### src/rtl/can_fc_pkg.sv
// rtl/can_fc_pkg.sv - shared types, constants and saturating add for CAN fault confinement
//
// Contents:
//   can_fc_state_t          : 2-bit fault confinement state
//   RECOV_BITS              : recessive bits that make up one recovery occurrence
//   TX_ERR_INC/RX_ERR_INC   : counter steps for transmit / plain receive errors
//   FLAG_ERR_INC            : counter step for dominant-after-flag and 8-dominant events
//   REC_PASSIVE_RELOAD_OFS  : offset below PASSIVE_LIM loaded into rec on rx_ok
//   sat_add()               : unsigned add clamped to a caller-supplied maximum
package can_fc_pkg;

    typedef enum logic [1:0] {
        FC_ACTIVE  = 2'd0,
        FC_PASSIVE = 2'd1,
        FC_BUSOFF  = 2'd2,
        FC_RECOVER = 2'd3
    } can_fc_state_t;

    localparam int RECOV_BITS             = 11;
    localparam int TX_ERR_INC             = 8;
    localparam int RX_ERR_INC             = 1;
    localparam int FLAG_ERR_INC           = 8;
    localparam int REC_PASSIVE_RELOAD_OFS = 9;

    // Operands are zero-extended into 16 bits so one function serves every
    // legal counter width; the extra carry bit makes overflow impossible.
    function automatic logic [15:0] sat_add(input logic [15:0] a,
                                            input logic [15:0] b,
                                            input logic [15:0] max_val);
        logic [16:0] sum;
        sum = {1'b0, a} + {1'b0, b};
        return (sum > {1'b0, max_val}) ? max_val : sum[15:0];
    endfunction

endpackage

### src/rtl/can_fc_recovery_counter.sv
// rtl/can_fc_recovery_counter.sv - bus-off recovery bit and occurrence counters
//
// Ports:
//   clk, rst      : clock, asynchronous active-low reset
//   enable        : counting allowed (node is in FC_RECOVER)
//   sample_point  : one-cycle bit-sample strobe
//   rx_bit        : sampled bus level, 1 = recessive
//   clear         : synchronous clear of both counters
//   recov_done    : occurrence count has reached RECOV_OCC
module can_fc_recovery_counter
    import can_fc_pkg::*;
#(
    parameter int RECOV_OCC = 128
) (
    input  logic clk,
    input  logic rst,
    input  logic enable,
    input  logic sample_point,
    input  logic rx_bit,
    input  logic clear,
    output logic recov_done
);

    localparam int OCC_W = $clog2(RECOV_OCC + 1);
    localparam logic [3:0]       LAST_BIT = 4'(RECOV_BITS - 1);
    localparam logic [OCC_W-1:0] OCC_DONE = OCC_W'(RECOV_OCC);
    localparam logic [OCC_W-1:0] OCC_ONE  = OCC_W'(1);

    logic [3:0]       bit_cnt;
    logic [OCC_W-1:0] occ_cnt;

    always_ff @(posedge clk or negedge rst) begin
        if (!rst) begin
            bit_cnt <= '0;
            occ_cnt <= '0;
        end else if (clear) begin
            bit_cnt <= '0;
            occ_cnt <= '0;
        end else if (enable && sample_point) begin
            if (rx_bit) begin
                // The eleventh recessive bit closes an occurrence.
                if (bit_cnt == LAST_BIT) begin
                    bit_cnt <= '0;
                    if (occ_cnt != OCC_DONE) begin
                        occ_cnt <= occ_cnt + OCC_ONE;
                    end
                end else begin
                    bit_cnt <= bit_cnt + 4'd1;
                end
            end else begin
                // A dominant bit restarts the current run; completed
                // occurrences are kept.
                bit_cnt <= '0;
            end
        end
    end

    assign recov_done = (occ_cnt == OCC_DONE);

endmodule

### src/rtl/can_fault_confinement.sv
// rtl/can_fault_confinement.sv - CAN TEC/REC counters and fault confinement state machine
//
// Build option: CAN_FC_AUTO_RECOVERY_EN - when defined, bus-off starts recovery on
// its own the cycle after entry and recov_req is ignored.
//
// Ports:
//   clk, rst              : clock, asynchronous active-low reset
//   sample_point, rx_bit  : bit-sample strobe and sampled level (recovery counting)
//   err_valid             : error detected, qualified by err_is_tx/err_no_inc/err_bit_flag
//   dom_seq8              : 8 consecutive dominant bits after a flag (err_is_tx selects counter)
//   tx_ok, rx_ok          : successful transmit / receive
//   recov_req             : host request to leave bus-off
//   tec, rec              : transmit / receive error counters
//   fc_state              : current confinement state
//   err_warn              : warning level reached (forced high in bus-off/recovery)
//   state_chg             : one-cycle pulse on every fc_state change
module can_fault_confinement
    import can_fc_pkg::*;
#(
    parameter int CNT_W       = 9,
    parameter int WARN_LIM    = 96,
    parameter int PASSIVE_LIM = 128,
    parameter int BUSOFF_LIM  = 256,
    parameter int RECOV_OCC   = 128
) (
    input  logic             clk,
    input  logic             rst,
    input  logic             sample_point,
    input  logic             rx_bit,
    input  logic             err_valid,
    input  logic             err_is_tx,
    input  logic             err_no_inc,
    input  logic             err_bit_flag,
    input  logic             dom_seq8,
    input  logic             tx_ok,
    input  logic             rx_ok,
    input  logic             recov_req,
    output logic [CNT_W-1:0] tec,
    output logic [CNT_W-1:0] rec,
    output can_fc_state_t    fc_state,
    output logic             err_warn,
    output logic             state_chg
);

    localparam logic [15:0]      CNT_MAX   = 16'((1 << CNT_W) - 1);
    localparam logic [CNT_W-1:0] CNT_ONE   = CNT_W'(1);
    localparam logic [CNT_W-1:0] WARN_C    = CNT_W'(WARN_LIM);
    localparam logic [CNT_W-1:0] PASSIVE_C = CNT_W'(PASSIVE_LIM);
    localparam logic [CNT_W-1:0] BUSOFF_C  = CNT_W'(BUSOFF_LIM);
    localparam logic [CNT_W-1:0] RELOAD_C  = CNT_W'(PASSIVE_LIM - REC_PASSIVE_RELOAD_OFS);

    logic [4:0]       tec_inc;
    logic [4:0]       rec_inc;
    logic [CNT_W-1:0] tec_n;
    logic [CNT_W-1:0] rec_n;
    can_fc_state_t    state_n;
    logic             warn_n;
    logic             recov_clr;
    logic             recov_done;

`ifdef CAN_FC_AUTO_RECOVERY_EN
    logic unused_recov_req;
    assign unused_recov_req = recov_req;
`endif

    // Increments from every source in the cycle are summed first so that
    // a simultaneous decrement on the same counter can simply be dropped.
    always_comb begin
        tec_inc = '0;
        rec_inc = '0;
        if (err_valid && !err_no_inc) begin
            if (err_is_tx) begin
                tec_inc = tec_inc + 5'(TX_ERR_INC);
            end else begin
                rec_inc = rec_inc + (err_bit_flag ? 5'(FLAG_ERR_INC) : 5'(RX_ERR_INC));
            end
        end
        if (dom_seq8) begin
            if (err_is_tx) begin
                tec_inc = tec_inc + 5'(FLAG_ERR_INC);
            end else begin
                rec_inc = rec_inc + 5'(FLAG_ERR_INC);
            end
        end
    end

    always_comb begin
        tec_n     = tec;
        rec_n     = rec;
        state_n   = fc_state;
        recov_clr = 1'b0;
        case (fc_state)
            FC_ACTIVE, FC_PASSIVE: begin
                if (tec_inc != '0) begin
                    tec_n = CNT_W'(sat_add(16'(tec), 16'(tec_inc), CNT_MAX));
                end else if (tx_ok && tec != '0) begin
                    tec_n = tec - CNT_ONE;
                end

                if (rec_inc != '0) begin
                    rec_n = CNT_W'(sat_add(16'(rec), 16'(rec_inc), CNT_MAX));
                end else if (rx_ok) begin
                    if (rec > PASSIVE_C) begin
                        rec_n = RELOAD_C;
                    end else if (rec != '0) begin
                        rec_n = rec - CNT_ONE;
                    end
                end

                // Thresholds are judged on the updated counters so the state
                // moves on the same edge as the counter that caused it.
                if (tec_n >= BUSOFF_C) begin
                    state_n = FC_BUSOFF;
                end else if (tec_n >= PASSIVE_C || rec_n >= PASSIVE_C) begin
                    state_n = FC_PASSIVE;
                end else begin
                    state_n = FC_ACTIVE;
                end
            end
            FC_BUSOFF: begin
`ifdef CAN_FC_AUTO_RECOVERY_EN
                state_n = FC_RECOVER;
`else
                if (recov_req) begin
                    state_n = FC_RECOVER;
                end
`endif
            end
            FC_RECOVER: begin
                if (recov_done) begin
                    tec_n     = '0;
                    rec_n     = '0;
                    state_n   = FC_ACTIVE;
                    recov_clr = 1'b1;
                end
            end
            default: state_n = FC_ACTIVE;
        endcase

        warn_n = (state_n == FC_BUSOFF) || (state_n == FC_RECOVER) ||
                 (tec_n >= WARN_C) || (rec_n >= WARN_C);
    end

    always_ff @(posedge clk or negedge rst) begin
        if (!rst) begin
            tec       <= '0;
            rec       <= '0;
            fc_state  <= FC_ACTIVE;
            err_warn  <= 1'b0;
            state_chg <= 1'b0;
        end else begin
            tec       <= tec_n;
            rec       <= rec_n;
            fc_state  <= state_n;
            err_warn  <= warn_n;
            state_chg <= (state_n != fc_state);
        end
    end

    can_fc_recovery_counter #(
        .RECOV_OCC (RECOV_OCC)
    ) u_recov (
        .clk          (clk),
        .rst          (rst),
        .enable       (fc_state == FC_RECOVER),
        .sample_point (sample_point),
        .rx_bit       (rx_bit),
        .clear        (recov_clr),
        .recov_done   (recov_done)
    );

endmodule

### config.mk
export PLATFORM = sky130hd
export DESIGN_NAME = can_fault_confinement
export DESIGN_NICKNAME = d
export VERILOG_FILES = /design/src/rtl/can_fc_pkg.sv /design/src/rtl/can_fc_recovery_counter.sv /design/src/rtl/can_fault_confinement.sv
export SDC_FILE = /design/constraint.sdc
export NUM_CORES = 1
export LEC_CHECK = 0
export BUFFER_PORTS_ARGS = -buffer_cell sky130_fd_sc_hd__buf_2
export CAP_MARGIN = 10
export CORE_ASPECT_RATIO = 2
export CORE_MARGIN = 3
export CORE_UTILIZATION = 35
export DETAILED_ROUTE_END_ITERATION = 16
export SYNTH_ARGS = -nofsm -noshare
export SYNTH_HDL_FRONTEND = slang
export SYNTH_HIERARCHICAL = 1
export SYNTH_SLANG_ARGS = --single-unit
### constraint.sdc
create_clock -name clk -period 4.3 [get_ports clk]
set_input_delay 0.645 -clock clk [delete_from_list [all_inputs] [get_ports clk]]
set_output_delay 0.645 -clock clk [all_outputs]
set_load 0.05 [all_outputs]
# Yosys cells after proc, flatten, opt, wreduce, memory -nomap -nowiden
# Cells that the tools add are included.
[totals] regBits=34 inputBits=12 output_inout_bits=22 word_cells=90
[classes] addsub=8 n_lt_le_gt_ge=8 n_eq_ne=9 muxes=39 reduce_logical=19
[op_table] cell="two-way mux 9 bit" count=12
[op_table] cell="two-way mux 8 bit" count=5
[op_table] cell="one-hot mux 9 bit (2 select lines)" count=2
[op_table] cell="two-way mux 4 bit" count=8
[op_table] cell="two-way mux 5 bit" count=5
[op_table] cell="adder 9 x 5 -> 10 bit" count=2
[op_table] cell="> comparator 10 x 9 -> 1 bit (second input constant)" count=2
[op_table] cell=">= comparator 9 x 7 -> 1 bit (second input constant)" count=2
[op_table] cell=">= comparator 9 x 8 -> 1 bit (second input constant)" count=2
[op_table] cell="nonzero test 9 bit" count=2
[op_table] cell="subtractor 9 x 1 -> 9 bit (second input constant)" count=2
[op_table] cell="adder 5 x 4 -> 5 bit (second input constant)" count=2
[op_table] cell="nonzero test 5 bit" count=2
[op_table] cell=">= comparator 9 bit (second input constant)" count=1
[op_table] cell="> comparator 9 x 8 -> 1 bit (second input constant)" count=1
[op_table] cell="adder 8 x 1 -> 8 bit (second input constant)" count=1
[op_table] cell="== test 2 bit (second input constant)" count=4
[op_table] cell="== test 8 bit (second input constant)" count=1
[op_table] cell="!= test 8 bit (second input constant)" count=1
[op_table] cell="nonzero test 2 bit" count=4
[op_table] cell="two-way mux 2 bit" count=3
[op_table] cell="one-hot mux 2 bit (3 select lines)" count=1
[op_table] cell="adder 4 x 1 -> 4 bit (second input constant)" count=1
[op_table] cell="== test 4 bit (second input constant)" count=1
[op_table] cell="9 further kinds" count=16

# Logic depth before layout (Yosys ltp)
[logic_depth] word_depth=20 mapped_depth=12 mapped_depth_nobuf=11

# By module
# The synthesis kept the hierarchy.
[by_module_without_submodules] mod="can_fault_confinement" n_inst=1 cells_per_inst=258 area_each_um2=2109.5 seq_area_each_um2=550.5
[by_module_without_submodules] mod="can_fc_recovery_counter" n_inst=1 cells_per_inst=71 area_each_um2=703.2 seq_area_each_um2=300.3

# Worst setup path after synthesis
# No wires, ideal clock.
[synth_path] path_type="in2reg" start="input port err_is_tx" end="register err_warn" setup_ns=0.129 arrival_time_ns=3.423 t_required_ns=4.171 setup_slack_ns=0.749 path_stages=12 path_buffers=1 cell_sequence="clkbuf_1 -> nor3b_1 -> and2_1 -> ha_1 -> mux2_2 -> ha_1 -> a21o_1 -> a31oi_1 -> nand2_1 -> nor4b_1 -> o221ai_1 -> a2111o_1"
[synth_between] elab_chain_len=19 elab_cells_between_ends=38 classes_between="4 x add/sub; 7 x order compare; 2 x eq/ne; 19 x mux; 6 x reduce/logical"
[synth_rtl] element="from (decl)" line_no="can_fault_confinement.sv:31" text="input logic err_is_tx,"
[synth_rtl] element="two-way mux 4 bit" line_no="can_fault_confinement.sv:72" text="if (err_is_tx) begin"
[synth_rtl] element="two-way mux 5 bit / two-way mux 4 bit (equally long branches)" line_no="can_fault_confinement.sv:71" text="if (err_valid && !err_no_inc) begin"
[synth_rtl] element="adder 5 x 4 -> 5 bit (on tied branches)" line_no="can_fault_confinement.sv:80, can_fault_confinement.sv:82"
[synth_rtl] element="two-way mux 5 bit" line_no="can_fault_confinement.sv:79" text="if (err_is_tx) begin"
[synth_rtl] element="two-way mux 5 bit" line_no="can_fault_confinement.sv:78" text="if (dom_seq8) begin"
[synth_rtl] element="adder 9 x 5 -> 10 bit" line_no="can_fc_pkg.sv:31" text="sum = {1'b0, a} + {1'b0, b};"
[synth_rtl] element="> comparator 10 x 9 -> 1 bit" line_no="can_fc_pkg.sv:32" text="return (sum > {1'b0, max_val}) ? max_val : sum[15:0];"
[synth_rtl] element="two-way mux 9 bit" line_no="can_fc_pkg.sv:32"
[synth_rtl] element="[... 3 more ...]"
[synth_rtl] element="logical OR 1 bit" line_no="can_fault_confinement.sv:114" text="end else if (tec_n >= PASSIVE_C || rec_n >= PASSIVE_C) begin"
[synth_rtl] element="two-way mux 1 bit" line_no="can_fault_confinement.sv:114"
[synth_rtl] element="two-way mux 2 bit" line_no="can_fault_confinement.sv:112" text="if (tec_n >= BUSOFF_C) begin"
[synth_rtl] element="one-hot mux 2 bit (3 select lines)" line_no="can_fault_confinement.sv:92" text="case (fc_state)"
[synth_rtl] element="== test 2 bit" line_no="can_fault_confinement.sv:140" text="warn_n = (state_n == FC_BUSOFF) || (state_n == FC_RECOVER) ||"
[synth_rtl] element="logical OR 1 bit (2 in a row)" line_no="can_fault_confinement.sv:140"
[synth_rtl] element="logical OR 1 bit (*)" line_no="can_fault_confinement.sv:141" text="(tec_n >= WARN_C) || (rec_n >= WARN_C);"
[synth_rtl] element="net warn_n" line_no="can_fault_confinement.sv:57" text="logic warn_n;"
[synth_rtl] element="to (signal assigned)" line_no="can_fault_confinement.sv:155" text="err_warn <= warn_n;"
[synth_rtl] element="to (decl)" line_no="can_fault_confinement.sv:41" text="output logic err_warn,"
# Mark *: on every way through the listed nets, which the timed path passes. The rest lies on a longest branch. The select of a mux whose other input is x is not followed.
# A chain may end at the register's enable or synchronous reset.

# Final worst setup path
# Ends and elaborated chain as after synthesis.

==> impl_metrics.json <==
{
  "status": "completed",
  "crit_arrival_ps": 3780,
  "ys_warn_count": 6,
  "viasPerCell": 5.93,
  "finalCriticalPeriod_ps": 3610,
  "path_max_fanout": 9,
  "die_area_um2": 9210,
  "power_frac_seq_pct": 36.4,
  "power.leakage_nw": 1.40,
  "synth_flop_cell": "dfrtp_1",
  "die_y_um": 133,
  "wl_met3_um": 248,
  "slew_viol_final": 0,
  "netSwitchingPower_uw": 225,
  "gp_congestion": 0.899,
  "power_density_nw_per_um2": 290,
  "startpoint": "err_is_tx",
  "core-area_um2": 7710,
  "worst_setup_path_start_kind": "input port",
  "cts_hold_buf": 0,
  "synth_top_family_by_area": "compound AO/OA/AOI/OAI gates",
  "synthTopCellsByCount": "34 x dfrtp_1, 28 x nand2_1, 27 x o21ai_0",
  "num_rows": 45,
  "drt_first_pass_iters": 4,
  "hpwl_um": 6220,
  "start_util_pct": 36.5,
  "post-route-util_pct": 41.3,
  "p_int_uw": 698,
  "rsz0062_at_grt": "no",
  "max_slew.worst_pin.slew_ps": 807,
  "seq_area_frac_synth_pct": 30.2,
  "num-fill-cells": 776,
  "drive_gt1_share_pct": 17.1,
  "fin_hold_ws_ps": 443,
  "fmax_mhz": 277,
  "finalSetupViolations": 0,
  "io_buffers": 33,
  "finalHoldViolCount": 0,
  "clkTransAtPathRegs_ps": 60,
  "cts_max_level": 2,
  "cap_violations": 0,
  "synthMuxAreaShare_pct": 1.11,
  "required_ps": 4470,
  "crit_type": "input port to register",
  "synth_compound_gate_area_share_pct": 27.4,
  "vias": 2667,
  "wl_met2_um": 4410,
  "synth_simple_gate_area_share_pct": 24.5,
  "clkLatencyLatePin_ps": 290,
  "antenna_found_initial": 0,
  "ys_types": 70,
  "pre_cts_ws_ps": 414,
  "cts_buffers": 5,
  "crit_path_end_kind": "register",
  "nNetsFinal": 382,
  "die_x_um": 69.4,
  "syn_inst": 329,
  "cts_buffer_depth": 2,
  "met1_length_um": 2950,
  "antenna_left": 0,
  "cts_tree": "done",
  "synth_area_leaders": "dfrtp_1 30%, ha_1 6.2%, o21ai_0 4.8%, a21oi_1 3.9%, nand2_1 3.7%",
  "min_period_over_period_pct": 83.9,
  "route.detailed.drc": 0,
  "fin_setup_tns_ps": 0,
  "swShare_pct": 24.4,
  "synthAdderAreaFrac_pct": 6.94,
  "grt_use_total_pct": 18.2,
  "antennaDiodeCount": 0,
  "cts_root_buf": "clkbuf_16",
  "synth_top_cell_by_area": "dfrtp_1",
  "wl_per_cell_um": 17.8,
  "reg2regPathDepth": 7,
  "postSynthAreaPerCell_um2": 8.55,
  "cts_resized": 0,
  "synth_fp_nets": 356,
  "grt_pass1_vias": 2766,
  "gr-total-overflow": 0,
  "drt_iter0_drc": 177,
  "hp-class": "input port to asynchronous set/reset pin",
  "post_cts_buffers": 0,
  "synth_edf_count": 0,
  "yosysMostFrequentCell": "dfrtp_1",
  "syn_area_um2": 2810,
  "synthXorXnorAreaFrac_pct": 3.11,
  "layout_setup_ws_ps": 692,
  "syn2layout_area_growth_pct": 13.3,
  "num_io_pins": 34,
  "maxUsedRoutingLayer": "met4",
  "grt_max_degree": 35,
  "ys_ff_latch": 34,
  "r2r_start": "fc_state[1]",
  "grt_pass1_wl_um": 13300,
  "drt-total-wl_um": 8030,
  "relSlewSlack_pct": 46.2,
  "async_flop_share_pct": 100,
  "power_frac_comb_pct": 11.5,
  "synth.top_cell.area_share_pct": 30.2,
  "vdd_ir_drop_max_mv": 0.265,
  "clock-sinks": 34,
  "skew_ps": 4.93,
  "clkPwrFrac_pct": 52.1
}
-- placed cells by master, fill, tap and decap left out, types with 3 or more instances in the layout --
cell,instances
and4_1,3
ha_1,14
and3_1,6
o221ai_1,5
a31oi_1,4
a21o_1,8
and2_1,5
nor4b_1,3
nand2_1,28
inv_1,19
xnor2_1,4
or3_1,5
o21ai_0,27
xor2_1,6
nand4_1,9
o31ai_1,3
nor3b_1,3
a21boi_0,3
nand3_1,4
nand2b_1,6
a21oi_1,22
o21a_1,4
buf_2,33
dfrtp_1,34
a32o_1,3
a211oi_1,6
nor3_1,4
nor2b_1,4
nor2_1,23
clkbuf_16,5
-- cell families after synthesis --
| kind of cell | count (synthesis) |
|---|---|
| AOI/OAI and AO/OA | 111 |
| xor gates and xnor gates | 10 |
| adders and majority gates | 15 |
| buffers and inverters | 35 |
| DFF | 34 |
| muxes | 3 |
| and+or+nand+nor | 121 |
-- layout make-up --
class / count / area, um2 / share of cell area (%)
Clock inverter: 3 / 68.8 / 2.16
Inverter: 19 / 71.3 / 2.24
Timing Repair Buffer: 35 / 180 / 5.66
Sequential cell: 34 / 851 / 26.7
Clock buffer: 5 / 125 / 3.93
Multi-Input combinational cell: 260 / 1770 / 55.6
Tap cell: 94 / 118 / 3.69
-- final timing paths --
kind | slack (ps) | end
min in group clk | 530 | u_recov/bit_cnt[2]
setup / recovery | 690 | err_warn
hold / removal | 440 | rec[2]
max in group asynchronous | 3340 | tec[1]
hold reg to reg | 530 | u_recov/bit_cnt[2]
setup reg to reg | 1430 | err_warn
-- worst max-delay path: stages --
cell	delay (ps)
buf_2	150
nor3b_1	360
and2_1	210
ha_1	240
mux2_2	270
ha_1	210
a21o_1	180
a31oi_1	430
nand2_1	110
nor4b_1	390
o221ai_1	180
a2111o_1	400
-- registers in the layout, indices dropped and copies added (netlist names) --
signal,cells
rec,9
tec,9
u_recov/occ_cnt,8
u_recov/bit_cnt,4
fc_state,2
err_warn,1
state_chg,1
-- metal layers --
layer / vias up / GRT usage, %
li1: 1286 / -
met1: 1292 / 18.0
met2: 67 / 34.3
met3: 22 / 2.81
met4: 0 / 11.6
met5: - / 0
-- power groups by stage --
stage                     clock (mW)  combinational (mW)  sequential (mW)
after floorplan                    0              0.0659            0.347
after global placement             0               0.105            0.341
after detailed placement           0               0.107            0.341
after CTS                      0.486               0.107            0.335
after global routing           0.498               0.119            0.337
final                          0.481               0.106            0.336
-- through the flow --
stage               instance area, um2  power, mW  cells
finish                            3190      0.923    450
global route                      3190      0.954    450
CTS                               3190      0.928    450
detailed placement                2990      0.448    442
global placement                  2990      0.446    442
floorplan                         2810      0.413    329
No activity file was read; power rests on OpenSTA's default activity.
